===== config.mk =====
export PLATFORM = sky130hd
export DESIGN_NAME = mmio_dma_engine
export DESIGN_NICKNAME = d
export VERILOG_FILES = /design/src/rtl/mmio_pkg.sv /design/src/rtl/dma_edge_det.sv /design/src/rtl/mmio_dma_engine.sv
export SDC_FILE = /design/constraint.sdc
export NUM_CORES = 1
export LEC_CHECK = 0
export BUFFER_PORTS_ARGS = -buffer_cell sky130_fd_sc_hd__buf_4
export CAP_MARGIN = 10
export CORE_MARGIN = 5
export CORE_UTILIZATION = 35
export DETAILED_ROUTE_END_ITERATION = 10
export GPL_TIMING_DRIVEN = 1
export PLACE_DENSITY = 0.67
export RECOVER_POWER = 100
export SLEW_MARGIN = 40
export SYNTH_ARGS = -nofsm -noshare
export SYNTH_HDL_FRONTEND = slang
export SYNTH_SLANG_ARGS = --single-unit

===== constraint.sdc =====
create_clock -name clk -period 1.9 [get_ports clk]
set_input_delay 0.19 -clock clk [delete_from_list [all_inputs] [get_ports clk]]
set_output_delay 0.19 -clock clk [all_outputs]
set_load 0.01 [all_outputs]

===== src/rtl/mmio_pkg.sv =====
// rtl/mmio_pkg.sv - shared constants for the MMIO DMA engine
//
// Purpose: FSM state encodings, CPU register select codes and CTRL bit
// positions shared by mmio_dma_engine and anything that talks to it.
// Ports: none (package).

package mmio_pkg;

  // Engine states
  localparam logic [1:0] ST_IDLE    = 2'd0;
  localparam logic [1:0] ST_DELAY   = 2'd1;
  localparam logic [1:0] ST_HB_WAIT = 2'd2;
  localparam logic [1:0] ST_XFER    = 2'd3;

  // CPU register select codes
  localparam logic [1:0] REG_SRC_HI = 2'd0;
  localparam logic [1:0] REG_LEN    = 2'd1;
  localparam logic [1:0] REG_CTRL   = 2'd2;

  // CTRL register bit positions
  localparam int CTRL_MODE_BIT  = 0;
  localparam int CTRL_START_BIT = 7;

endpackage


===== src/rtl/dma_edge_det.sv =====
// rtl/dma_edge_det.sv - rising-edge detector for the PPU hblank level
//
// Purpose: flags the clk in which i_level is high after being low in the
// previous clk.
// Ports:
//   clk      in  system clock
//   n_reset  in  asynchronous active-low reset
//   i_level  in  level to watch (hblank)
//   o_rise   out high for the clk in which a 0->1 transition is seen

module dma_edge_det (
  input  logic clk,
  input  logic n_reset,
  input  logic i_level,
  output logic o_rise
);

  logic r_prev;

  always_ff @(posedge clk or negedge n_reset) begin
    if (!n_reset) begin
      r_prev <= 1'b0;
    end else begin
      r_prev <= i_level;
    end
  end

  assign o_rise = i_level & ~r_prev;

endmodule


===== src/rtl/mmio_dma_engine.sv =====
// rtl/mmio_dma_engine.sv - block-copy DMA from a 256-byte source page to a fixed window
//
// Purpose: copies (LEN+1)*CHUNK bytes from {SRC_HI,8'h00} to DST_BASE, one
// byte per M-cycle strobe, either in one block (mode 0) or in CHUNK-byte
// bursts started by each hblank rising edge (mode 1).
// Ports:
//   clk, n_reset            clock, asynchronous active-low reset
//   mcyc                    one-clk M-cycle strobe that paces the engine
//   reg_sel/wr/rd/di/do     CPU register port (SRC_HI, LEN, CTRL)
//   hblank                  PPU hblank level
//   src_a/src_rd/src_di     source read port, data valid with src_rd
//   dst_a/dst_wr/dst_do     destination write port, one clk after the read
//   dma_run                 engine busy
//   bus_block               CPU bus locked out while bytes are moving
//   dma_done                one-clk pulse with the final destination write

module mmio_dma_engine
  import mmio_pkg::*;
#(
  parameter int               ADDR_W      = 16,
  parameter logic [ADDR_W-1:0] DST_BASE   = 16'hFE00,
  parameter int               CHUNK       = 16,
  parameter int               LEN_W       = 4,
  parameter int               START_DELAY = 2
) (
  input  logic              clk,
  input  logic              n_reset,
  input  logic              mcyc,
  input  logic [1:0]        reg_sel,
  input  logic              reg_wr,
  input  logic              reg_rd,
  input  logic [7:0]        reg_di,
  output logic [7:0]        reg_do,
  input  logic              hblank,
  output logic [ADDR_W-1:0] src_a,
  output logic              src_rd,
  input  logic [7:0]        src_di,
  output logic [ADDR_W-1:0] dst_a,
  output logic              dst_wr,
  output logic [7:0]        dst_do,
  output logic              dma_run,
  output logic              bus_block,
  output logic              dma_done
);

  localparam int IDX_W   = $clog2((2 ** LEN_W) * CHUNK) + 1;
  localparam int BURST_W = $clog2(CHUNK) + 1;
  localparam int DLY_W   = $clog2(START_DELAY + 1) + 1;

  logic [1:0]        r_state;
  logic [7:0]        r_src_hi;
  logic [LEN_W-1:0]  r_len;
  logic              r_mode;
  logic [IDX_W-1:0]  r_idx;
  logic [IDX_W-1:0]  r_total;
  logic [DLY_W-1:0]  r_dly;
  logic [BURST_W-1:0] r_burst;
  logic              r_hb_arm;
  logic              r_dst_wr;
  logic [ADDR_W-1:0] r_dst_a;
  logic [7:0]        r_dst_do;
  logic              r_done;

  logic              w_wr_src;
  logic              w_wr_len;
  logic              w_wr_ctl;
  logic              w_start;
  logic              w_abort;
  logic              w_step;
  logic              w_read;
  logic              w_hb_rise;
  logic              w_hb_go;
  logic              w_run;
  logic [IDX_W-1:0]  w_idx_next;
  logic [IDX_W-1:0]  w_total_new;
  logic [7:0]        w_reg_do;

  dma_edge_det u_edge (
    .clk     (clk),
    .n_reset (n_reset),
    .i_level (hblank),
    .o_rise  (w_hb_rise)
  );

  assign w_wr_src = reg_wr & (reg_sel == REG_SRC_HI);
  assign w_wr_len = reg_wr & (reg_sel == REG_LEN);
  assign w_wr_ctl = reg_wr & (reg_sel == REG_CTRL);

  // A SRC_HI write in immediate mode doubles as a start (legacy FF46 style).
  assign w_start = (w_wr_ctl & reg_di[CTRL_START_BIT]) | (w_wr_src & ~r_mode);
  assign w_abort = w_wr_ctl & ~reg_di[CTRL_START_BIT] & r_mode & (r_state != ST_IDLE);

  // Any register write wins over the M-cycle step in the same clk.
  assign w_step = mcyc & ~reg_wr;
  assign w_read = w_step & (r_state == ST_XFER);

  // The arm flag is only set once HB_WAIT has been held for a clk, so an
  // edge coinciding with the entry into HB_WAIT is not taken.
  assign w_hb_go = (r_state == ST_HB_WAIT) & r_hb_arm & w_hb_rise;

  assign w_run       = (r_state != ST_IDLE);
  assign w_idx_next  = r_idx + IDX_W'(1);
  assign w_total_new = (IDX_W'(r_len) + IDX_W'(1)) * IDX_W'(CHUNK);

  always_ff @(posedge clk or negedge n_reset) begin
    if (!n_reset) begin
      r_state  <= ST_IDLE;
      r_src_hi <= 8'h00;
      r_len    <= '0;
      r_mode   <= 1'b0;
      r_idx    <= '0;
      r_total  <= '0;
      r_dly    <= '0;
      r_burst  <= '0;
      r_hb_arm <= 1'b0;
      r_dst_wr <= 1'b0;
      r_dst_a  <= '0;
      r_dst_do <= 8'h00;
      r_done   <= 1'b0;
    end else begin
      r_dst_wr <= 1'b0;
      r_done   <= 1'b0;
      r_hb_arm <= (r_state == ST_HB_WAIT);

      if (w_wr_src) r_src_hi <= reg_di;
      if (w_wr_len) r_len    <= reg_di[LEN_W-1:0];
      if (w_wr_ctl) r_mode   <= reg_di[CTRL_MODE_BIT];

      if (w_start) begin
        r_idx   <= '0;
        r_total <= w_total_new;
        r_dly   <= DLY_W'(START_DELAY);
        r_state <= ST_DELAY;
      end else if (w_abort) begin
        r_state <= ST_IDLE;
      end else begin
        case (r_state)
          ST_DELAY: begin
            if (r_dly == '0) begin
              r_state <= r_mode ? ST_HB_WAIT : ST_XFER;
            end else if (w_step) begin
              r_dly <= r_dly - DLY_W'(1);
            end
          end
          ST_HB_WAIT: begin
            if (w_hb_go) begin
              r_state <= ST_XFER;
              r_burst <= BURST_W'(CHUNK);
            end
          end
          ST_XFER: begin
            if (w_read) begin
              // The byte read this clk is written next clk at the old index.
              r_dst_wr <= 1'b1;
              r_dst_a  <= DST_BASE + ADDR_W'(r_idx);
              r_dst_do <= src_di;
              r_idx    <= w_idx_next;
              r_burst  <= r_burst - BURST_W'(1);
              if (w_idx_next == r_total) begin
                r_state <= ST_IDLE;
                r_done  <= 1'b1;
              end else if (r_mode && (r_burst == BURST_W'(1))) begin
                r_state <= ST_HB_WAIT;
              end
            end
          end
          default: begin
          end
        endcase
      end
    end
  end

  always_comb begin
    w_reg_do = 8'h00;
    if (reg_rd) begin
      case (reg_sel)
        REG_SRC_HI: w_reg_do = r_src_hi;
        REG_LEN:    w_reg_do = 8'(r_len);
        REG_CTRL: begin
          w_reg_do[CTRL_START_BIT] = w_run;
          w_reg_do[CTRL_MODE_BIT]  = r_mode;
        end
        default: w_reg_do = 8'h00;
      endcase
    end
  end

  assign reg_do    = w_reg_do;
  assign src_a     = ADDR_W'({r_src_hi, 8'h00}) + ADDR_W'(r_idx);
  assign src_rd    = w_read;
  assign dst_a     = r_dst_a;
  assign dst_wr    = r_dst_wr;
  assign dst_do    = r_dst_do;
  assign dma_run   = w_run;
  assign bus_block = (r_state == ST_XFER);
  assign dma_done  = r_done;

endmodule


* Word-level counts from Yosys, hierarchy flattened
Index checks and enable logic that the tools add are counted.
** Storage, ports and cells
- Bits in registers :: 65
- Memory bits (read-only) :: 0
- Latch bits :: 0
- Memory bits (writable) :: 0
- Output and inout bits :: 53
- Input bits :: 24
- Logic and storage cells :: 104
- Memories :: 0
** Operators by class
- Reduce and logical (&&, ||, !) cells :: 15
- Mux-type cells :: 34
- Bitwise operators :: 20
- Multiply operators :: 0
- $add $sub $neg :: 6
- Shift-type cells :: 0
- Eq/ne operators :: 15
- Order comparisons :: 0
- Div/mod/pow operators :: 0
** Operators by type and width (count)
- two-way mux 9 bit :: 4
- adder 16 x 9 -> 16 bit :: 1
- two-way mux 3 bit :: 5
- two-way mux 2 bit :: 7
- AND 1 bit :: 13
- case mux 6 bit (2 select lines) :: 1
- nonzero test 2 bit :: 6
- adder 10 x 10 -> 11 bit, first input constant :: 1
- two-way mux 1 bit :: 10
- two-way mux 5 bit :: 2
- case mux 5 bit (2 select lines) :: 1
- AND reduction 5 bit :: 2
- adder 9 x 1 -> 9 bit, second input constant :: 1
- == test 9 bit :: 1
- two-way mux 8 bit :: 1
- != test 2 bit, second input constant :: 4
- != test 4 bit, second input constant :: 2
- AND reduction 4 bit :: 2
- == test 2 bit, second input constant :: 3
- NOT 1 bit :: 6
- case mux 2 bit (3 select lines) :: 1
- adder 4 x 1 -> 5 bit, second input constant :: 1
- == test 5 x 1 -> 1 bit, second input constant :: 1
- != test 5 x 1 -> 1 bit, second input constant :: 1
- other kinds (12) :: 13

* Logic depth before layout (Yosys ltp)
Gate-level depths: netlist (run 1).
- Depth after elaboration :: 8
- Mapped depth :: 9
- Mapped depth without buffers :: 7

* Modules after synthesis
A second synthesis (run 1) with hierarchy kept.
** Unflattened totals
- Cells, all modules :: 347
- Area total of the unflattened synthesis :: 3261.9 um^2
** Modules (own cells, without submodules)
- mmio_dma_engine :: sequential area each 1451.4 um^2, instances 1, cells an instance 345, area each 3223.1 um^2
- dma_edge_det :: sequential area each 25.0 um^2, instances 1, cells an instance 2, area each 38.8 um^2

* Worst setup path after synthesis (run 1)
OpenSTA, ideal clock, no wires.
- Path type :: register to register
- Start point :: register r_idx[0]
- End point :: register r_state[1]
- Path slack :: -0.013 ns
- Data required time :: 1.762 ns
- Clock period less this slack :: 1.913 ns
- Arrival :: 1.775 ns
- Stages on the path, launching flop included :: 7
- Buffers on the path :: 0
- Cells stage by stage :: dfrtp_1 ha_1 xnor3_1 nand4_1 o311a_4 a2111oi_4 a211oi_1
** On the way
- Cells in the longest elaborated chain, start to end :: 7
- Elaborated cells on any way between the ends :: 9
** Ends and longest elaborated chain
- from (decl) :: RTL line mmio_dma_engine.sv:54 : logic [IDX_W-1:0] r_idx;
- from (signal assigned) :: RTL line mmio_dma_engine.sv:157 : r_idx <= w_idx_next;
- adder 9 x 1 -> 9 bit * :: RTL line mmio_dma_engine.sv:102 : assign w_idx_next = r_idx + IDX_W'(1);
- == test 9 bit * :: RTL line mmio_dma_engine.sv:159 : if (w_idx_next == r_total) begin
- two-way mux 2 bit :: RTL line mmio_dma_engine.sv:159
- two-way mux 2 bit :: RTL line mmio_dma_engine.sv:152 : if (w_read) begin
- case mux 2 bit (3 select lines) :: RTL line mmio_dma_engine.sv:137 : case (r_state)
- two-way mux 2 bit :: RTL line mmio_dma_engine.sv:134 : end else if (w_abort) begin
- two-way mux 2 bit :: RTL line mmio_dma_engine.sv:129 : if (w_start) begin
- to (signal assigned) :: RTL line mmio_dma_engine.sv:140 : r_state <= r_mode ? ST_HB_WAIT : ST_XFER;
- to (decl) :: RTL line mmio_dma_engine.sv:50 : logic [1:0] r_state;
Every way passes the cells marked *; elsewhere a longest branch is shown, timed or not. The select of a mux whose other input is x is not followed.
A chain may end at the register's enable or synchronous reset.

* Final worst setup path (run 1)
- Start point :: register r_idx[1]
- End point :: register r_state[1]
The elaborated chain is that of the path after synthesis.

==> metrics.cfg, run 1 <==
[synth]
synth_nets=371
syn_inst=339
synth_ff_type=sky130_fd_sc_hd__dfrtp_1
synth_sequential_area_ratio=0.452
netlist-cell-type-count=55
yosys_warning_count=0
yosys-mux-area-fraction=0.0663
ys_async_sr_fraction=1.00
post_synth_fa_ha_maj_area_fraction=0.0307
synth-xor-area-share=0.0575
number_of_enable_flip_flop_cells_after_synthesis=0
synth_top_family_by_area=simple AND/OR/NAND/NOR gates
avgSynthCellArea_sq_um=9.63
netlist_area_sq_um=3260
synth-seq-cells=59
synth_simple_gate_area_frac=0.217
compound_gate_fraction_of_synth_area=0.100

[setup_path]
worst_r2r_startpoint=r_idx[1]$_DFFE_PN0P_
critPathMaxStageDelay_ps=410
end_kind=flop
timing.setup.critical_path_class=flop to flop
worstReg2RegEnd=r_state[1]$_DFFE_PN0P_
crit_buf_inv=0
worst_setup_start_kind=flop
r2r_cells=6
r2r_setup_slack_ps=50
worstPathMaxFanout=3
cp_cell_sequence=ha_4 > and3_4 > nand3_2 > o311a_4 > a2111oi_4 > a211oi_1
worstPathArrival_ps=2060
crit_path_top_delay_cell=sky130_fd_sc_hd__a2111oi_4
critical_path_required_ps=2110
cpLargestDelayFamily=compound AO/OA/AOI/OAI gates

[grt]
grt_antenna_before_repair=0
grt_pass1_vias=2660
grt_max_degree=60
grt_first_pass_wirelength_um=13000
globalRouteOverflowTotal=0
grt_resource_usage_total=0.144

[drt]
drt_first_iter_violations=87
dr.pass1.iters=4
remaining_drc_errors=0
avgRoutedWirePerCell_um=14.7
totalWireLength_um=7830
routed-via-count=2638
route.antenna.remaining_nets=0
routed_via_density=4.94

[die]
coreArea_sq_um=9150
design.die.area_sq_um=11400
io-pin-count=77
initial_util=0.357
placement_rows=35
die_width_um=107
dieHeight_um=107

[clocking]
clock_transition_at_the_register_clock_pins_on_the_worst_setup_and_hold_paths_after_cts_ps=70
number_of_h_tree_levels=3
tritoncts.num_buffers=9
cell_at_the_root_of_the_clock_tree=sky130_fd_sc_hd__clkbuf_8
clock_latency_ps=340
cts_tree=done
clk_sinks=59
number_of_buffers_on_the_longest_clock_path=2

[timing]
finalClockSkew_ps=9.60
fin_hold_ws_ps=41.7
timing.setup.tns_ps=0
final_min_period_over_clock_period=0.974
setup_viol_count_final=0
post-route-min-period_ps=1850
max-slew-margin-rel=0.600
fmax_ghz=0.540
final_max_slew_viols=0
rsz0062_at_grt=yes
finalHoldViolCount=0
tightest_slew_ps=598

[final_layout]
post_route_cells_drive_above_1_share=0.288
finish.net_count=451
layout.core_utilization=0.454
diodes=0
post_layout_nonfiller_instances=534
leading_cell_type_in_the_layout_fill_and_taps_excluded=sky130_fd_sc_hd__nand2_1
final_cell_mix=71 x sky130_fd_sc_hd__nand2_1, 65 x sky130_fd_sc_hd__buf_4, 57 x sky130_fd_sc_hd__dfrtp_1, 28 x sky130_fd_sc_hd__clkbuf_1, 22 x sky130_fd_sc_hd__o21ai_0
area_growth_syn_to_layout_pct=27.2

[hold_path]
worstHoldStart=src_di[6]
worstHoldPathCells=3
worst_case_hold_path_end_point=dst_do[6]$_DFFE_PN0P_
hp-class=input port to flop

[placement]
routabilityCongestion=0.760
port_buffers=76
dp_cells=513
hpwlAfterDp_um=5490

[power_and_ir_drop]
total_leakage_power_nw=1.93
vdd_drop_max_mv=0.393
cellPowerDensity_nw_per_um2=1110
report.power.total_mw=4.59

[run]
maxCapViolCount=0

[outcome]
run_status=completed

-- sequential cells by signal, indices dropped and copies added (netlist names) --
| name | cells |
|---|---|
| dma_done | 1 |
| dst_a | 10 |
| dst_do | 8 |
| dst_wr | 1 |
| r_burst | 5 |
| r_dly | 3 |
| r_hb_arm | 1 |
| r_idx | 9 |
| r_len | 4 |
| r_mode | 1 |
| r_src_hi | 8 |
| r_state | 2 |
| r_total | 5 |
| u_edge.r_prev | 1 |
-- metrics by stage --
step / instance area, sq um / setup slack, ps
finish: 4150 / 49.1
global route: 4150 / -31.4
CTS: 4190 / 8.99
detailed placement: 3910 / -19.8
global placement: 3910 / 44.5
floorplan: 3270 / 34.6
-- cells in the mapped netlist, types with 2 or more instances --
| library cell | instances | area share |
|---|---|---|
| sky130_fd_sc_hd__nor2_1 | 18 | 0.021 |
| sky130_fd_sc_hd__and2_1 | 4 | 0.0077 |
| sky130_fd_sc_hd__ha_1 | 8 | 0.031 |
| sky130_fd_sc_hd__buf_6 | 2 | 0.0069 |
| sky130_fd_sc_hd__nand3b_1 | 6 | 0.014 |
| sky130_fd_sc_hd__nand2_1 | 71 | 0.082 |
| sky130_fd_sc_hd__nor3_1 | 3 | 0.0046 |
| sky130_fd_sc_hd__nand4_1 | 8 | 0.015 |
| sky130_fd_sc_hd__a21oi_1 | 3 | 0.0046 |
| sky130_fd_sc_hd__buf_2 | 6 | 0.0092 |
| sky130_fd_sc_hd__dfrtp_1 | 59 | 0.45 |
| sky130_fd_sc_hd__mux2_2 | 13 | 0.045 |
| sky130_fd_sc_hd__inv_1 | 11 | 0.013 |
| sky130_fd_sc_hd__nor2b_1 | 4 | 0.0077 |
| sky130_fd_sc_hd__or2_2 | 2 | 0.0038 |
| sky130_fd_sc_hd__a31oi_1 | 3 | 0.0057 |
| sky130_fd_sc_hd__buf_4 | 16 | 0.037 |
| sky130_fd_sc_hd__a211oi_1 | 3 | 0.0069 |
| sky130_fd_sc_hd__o21ai_0 | 22 | 0.034 |
| sky130_fd_sc_hd__mux2i_1 | 7 | 0.021 |
| sky130_fd_sc_hd__xnor2_1 | 11 | 0.030 |
| sky130_fd_sc_hd__and4_1 | 2 | 0.0054 |
| sky130_fd_sc_hd__clkbuf_1 | 4 | 0.0046 |
| sky130_fd_sc_hd__nand3_1 | 9 | 0.014 |
| sky130_fd_sc_hd__nand2b_1 | 7 | 0.013 |
| sky130_fd_sc_hd__xor2_1 | 6 | 0.016 |
| sky130_fd_sc_hd__or3_1 | 2 | 0.0038 |
| sky130_fd_sc_hd__o21ai_1 | 2 | 0.0031 |
-- worst register-to-register path: cells and delay by family, from the launching register on --
| family | cells | cell delay, ps |
|---|---|---|
| AO/OA/AOI/OAI | 3 | 860 |
| adder cells (fa/ha/maj) | 1 | 170 |
| flip-flops | 1 | 400 |
| AND/OR/NAND/NOR | 2 | 280 |
-- metal layers --
metal,track usage,wire (um),vias to the layer above
met2,0.214,3530,90
met1,0.188,3590,1241
met4,0.0457,80,0
met5,0,0,-
li1,-,-,1299
met3,0.0620,626,8
-- what timing repair did --
item                                    in CTS  in global routing
hold endpoints to repair                    60                  0
endpoints found under the setup margin       7                  6
resized for setup                           11                 10
buffers inserted                             2                  2
pin swaps                                    5                  8
hold buffers                                 2                  0
-- cell type report --
class	count	area [sq um]
fill	889	5000
multi-input combinational	239	1630
sequential	59	1480
timing repair buffer	99	657
clock buffer	11	151
tap	111	139
clock inverter	4	50.0
inverter	11	43.8
-- report_power, final --
part           leakage (nW)  internal [mW]  total [mW]  switching [mW]
registers             0.744           1.59        1.86           0.278
logic                  1.09          0.731        1.56           0.826
clock network        0.0974          0.667        1.17           0.507
-- kinds of logic after synthesis --
logic type / Yosys count
and+or+nand+nor: 145
DFF: 59
AOI/OAI and AO/OA: 47
buffers and inverters: 41
muxes: 20
xor gates and xnor gates: 19
adders and majority gates: 8
-- worst max path at each step --
stage,start,endpoint,slack [ps],depth (start not counted)
2_1_floorplan,r_idx[0]$_DFFE_PN0P_,r_state[1]$_DFFE_PN0P_,30,6
3_3_place_gp,r_idx[0]$_DFFE_PN0P_,r_state[1]$_DFFE_PN0P_,40,6
3_5_place_dp,r_idx[0]$_DFFE_PN0P_,r_state[1]$_DFFE_PN0P_,-20,6
4_1_cts,r_src_hi[0]$_DFFE_PN0P_,src_a[14],9,6
5_1_grt,r_idx[1]$_DFFE_PN0P_,dma_done$_DFF_PN0_,-30,6
6_report,r_idx[1]$_DFFE_PN0P_,r_state[1]$_DFFE_PN0P_,50,6
No activity file was read; power rests on OpenSTA's default activity.
==> run 2, diff against run 1 <==
- CAP_MARGIN: 10 -> not set
- RECOVER_POWER: 100 -> not set
==> run 2 against run 1 <==
  * Combinational power rose by 7%
  * Worst setup slack got worse by 0.72 ps
  * Design area rose by 2.6%
  * Via count rose by 0.23%
  * Register-to-register slack barely moved
  * Critical endpoint unchanged
  * Clock-buffer cell count did not move
==> metrics.cfg, run 2 (synthesis gave the netlist of run 1 again) <==
[drt]
totalWireLength_um=7810  ; -0.33%
routed_via_density=4.95  ; +0.23%
dr.pass1.iters=4  ; unchanged
drt_first_iter_violations=92  ; +5.7%
remaining_drc_errors=0  ; unchanged
routed-via-count=2644  ; +0.23%
route.antenna.remaining_nets=0  ; unchanged
avgRoutedWirePerCell_um=14.6  ; -0.33%

[power_and_ir_drop]
vdd_drop_max_mv=0.404  ; +2.9%
proportion_of_power_drawn_by_flip_flops_and_latches=0.397  ; -0.009
power.switching_fraction=0.341  ; -0.00913
power_switching_mw=1.61  ; -0.15%
cell_internal_pwr_mw=3.10  ; +4.0%
cellPowerDensity_nw_per_um2=1110  ; about the same
total_leakage_power_nw=2.04  ; +5.6%
p_clk_frac=0.249  ; -0.006
power.combinational.fraction=0.355  ; +0.016

[setup_path]
end_kind=flop
timing.setup.critical_path_class=flop to flop
worstPathMaxFanout=3  ; unchanged
r2r_cells=6  ; unchanged
worstReg2RegEnd=r_state[1]$_DFFE_PN0P_
r2r_setup_slack_ps=50  ; about the same
worst_r2r_startpoint=r_idx[1]$_DFFE_PN0P_
critical_path_required_ps=2110  ; about the same
worst_setup_start_kind=flop
worstPathArrival_ps=2060  ; about the same

[clocking]
clock_transition_at_the_register_clock_pins_on_the_worst_setup_and_hold_paths_after_cts_ps=70  ; about the same
clk_sinks=59  ; unchanged
cts_tree=done
cell_at_the_root_of_the_clock_tree=sky130_fd_sc_hd__clkbuf_8
number_of_h_tree_levels=3  ; unchanged
tritoncts.num_buffers=9  ; unchanged
number_of_buffers_on_the_longest_clock_path=2  ; unchanged
clock_latency_ps=340  ; about the same

[hold_path]
hp-class=input port to flop
worstHoldStart=src_di[6]
worstHoldPathCells=3  ; unchanged
worst_case_hold_path_end_point=dst_do[6]$_DFFE_PN0P_

[grt]
grt_first_pass_wirelength_um=13000  ; unchanged
grt_max_degree=60  ; unchanged
grt_antenna_before_repair=0  ; unchanged
globalRouteOverflowTotal=0  ; unchanged
grt_pass1_vias=2660  ; unchanged
grt_resource_usage_total=0.144  ; unchanged

[timing]
tightest_slew_ps=569  ; -28.7 ps
rsz0062_at_grt=yes
fin_hold_ws_ps=41.1  ; -0.604 ps
post-route-min-period_ps=1850  ; +0.722 ps
final_worst_setup_slack_ps=48.4  ; -0.722 ps
finalHoldViolCount=0  ; unchanged
final_min_period_over_clock_period=0.975  ; about the same
final_max_slew_viols=0  ; unchanged
setup_viol_count_final=0  ; unchanged
fmax_ghz=0.540  ; about the same
finalClockSkew_ps=9.60  ; -0.0000600 ps
max-slew-margin-rel=0.619  ; +0.0192

[final_layout]
finish.net_count=451  ; unchanged
register_area_sq_um=1480  ; unchanged
diodes=0  ; unchanged
area_growth_syn_to_layout_pct=30.5
leading_cell_type_in_the_layout_fill_and_taps_excluded=sky130_fd_sc_hd__buf_4
post_route_cells_drive_above_1_share=0.355  ; +0.0662
fillerInstances=862  ; -3.0%
area_used_by_multi_input_combinational_logic_sq_um=1630  ; unchanged
largest_register_ffs=10  ; unchanged
final_cell_mix=95 x sky130_fd_sc_hd__buf_4, 71 x sky130_fd_sc_hd__nand2_1, 57 x sky130_fd_sc_hd__dfrtp_1, 22 x sky130_fd_sc_hd__o21ai_0, 17 x sky130_fd_sc_hd__nor2_1

[placement]
dp_slack_ps=-19.8  ; unchanged
routabilityCongestion=0.760  ; unchanged
port_buffers=76  ; unchanged
hpwlAfterDp_um=5490  ; unchanged

[outcome]
run_status=completed

[die]
io-pin-count=77  ; unchanged
coreArea_sq_um=9150  ; unchanged
die_width_um=107  ; unchanged
initial_util=0.357  ; unchanged
placement_rows=35  ; unchanged
design.die.area_sq_um=11400  ; unchanged
dieHeight_um=107  ; unchanged

[run]
maxCapViolCount=0  ; unchanged

## run 2: how the worst max path moves through the flow
stage	from	end	slack, ps	cells past startpoint
3_5_place_dp	r_idx[0]$_DFFE_PN0P_	r_state[1]$_DFFE_PN0P_	-20	6
2_1_floorplan	r_idx[0]$_DFFE_PN0P_	r_state[1]$_DFFE_PN0P_	30	6
3_3_place_gp	r_idx[0]$_DFFE_PN0P_	r_state[1]$_DFFE_PN0P_	40	6
4_1_cts	r_src_hi[0]$_DFFE_PN0P_	src_a[14]	9	6
6_report	r_idx[1]$_DFFE_PN0P_	r_state[1]$_DFFE_PN0P_	50	6
5_1_grt	r_idx[1]$_DFFE_PN0P_	dma_done$_DFF_PN0_	-30	6
## run 2: critical path: stages, from the launching register on
cell and delay (ps):
sky130_fd_sc_hd__dfrtp_1 400, sky130_fd_sc_hd__ha_4 170, sky130_fd_sc_hd__and3_4 200, sky130_fd_sc_hd__nand3_2 80, sky130_fd_sc_hd__o311a_4 330, sky130_fd_sc_hd__a2111oi_4 410, sky130_fd_sc_hd__a211oi_1 120
## run 2: area by class of cell
| cell class | count | share of cell area |
|---|---|---|
| clock buffer | 11 | 0.0355 |
| clock inverter | 4 | 0.0117 |
| inverter | 11 | 0.0103 |
| multi-input combinational | 239 | 0.383 |
| sequential | 59 | 0.347 |
| tap | 111 | 0.0326 |
| timing repair buffer | 99 | 0.179 |
## run 2: timing repair
item / CTS / global route
hold buffers: 2 / 0
endpoints found under the setup margin: 7 / 6
resized for setup: 11 / 10
setup buffers: 2 / 2
pin swaps: 5 / 8
endpoints found under the hold margin: 60 / 0
## run 2: power groups by stage
stage	sequential, mW	combinational [mW]	clock (mW)
2_1_floorplan	1.89	0.968	0
3_3_place_gp	1.85	1.60	0
6_report	1.87	1.67	1.17
5_1_grt	1.92	1.87	1.28
3_5_place_dp	1.87	1.66	0
4_1_cts	1.85	1.67	1.22
## run 2: metal layers
metal	part of all wire	GRT usage
met1	0.46	0.188
met2	0.45	0.214
met3	0.080	0.0620
met4	0.010	0.0457
met5	0	0
## run 2: per-stage QoR
| stage | cells | util | total power [mW] | setup TNS (ps) | cell area, sq um |
|---|---|---|---|---|---|
| after floorplan | 339 | - | 2.86 | 0 | 3270 |
| after global placement | 513 | 0.427 | 3.45 | 0 | 3910 |
| after detailed placement | 513 | 0.427 | 3.52 | -23.2 | 3910 |
| after CTS | 532 | 0.457 | 4.74 | 0 | 4190 |
| after global routing | 534 | 0.465 | 5.08 | -80.8 | 4260 |
| final | 534 | 0.465 | 4.71 | 0 | 4260 |
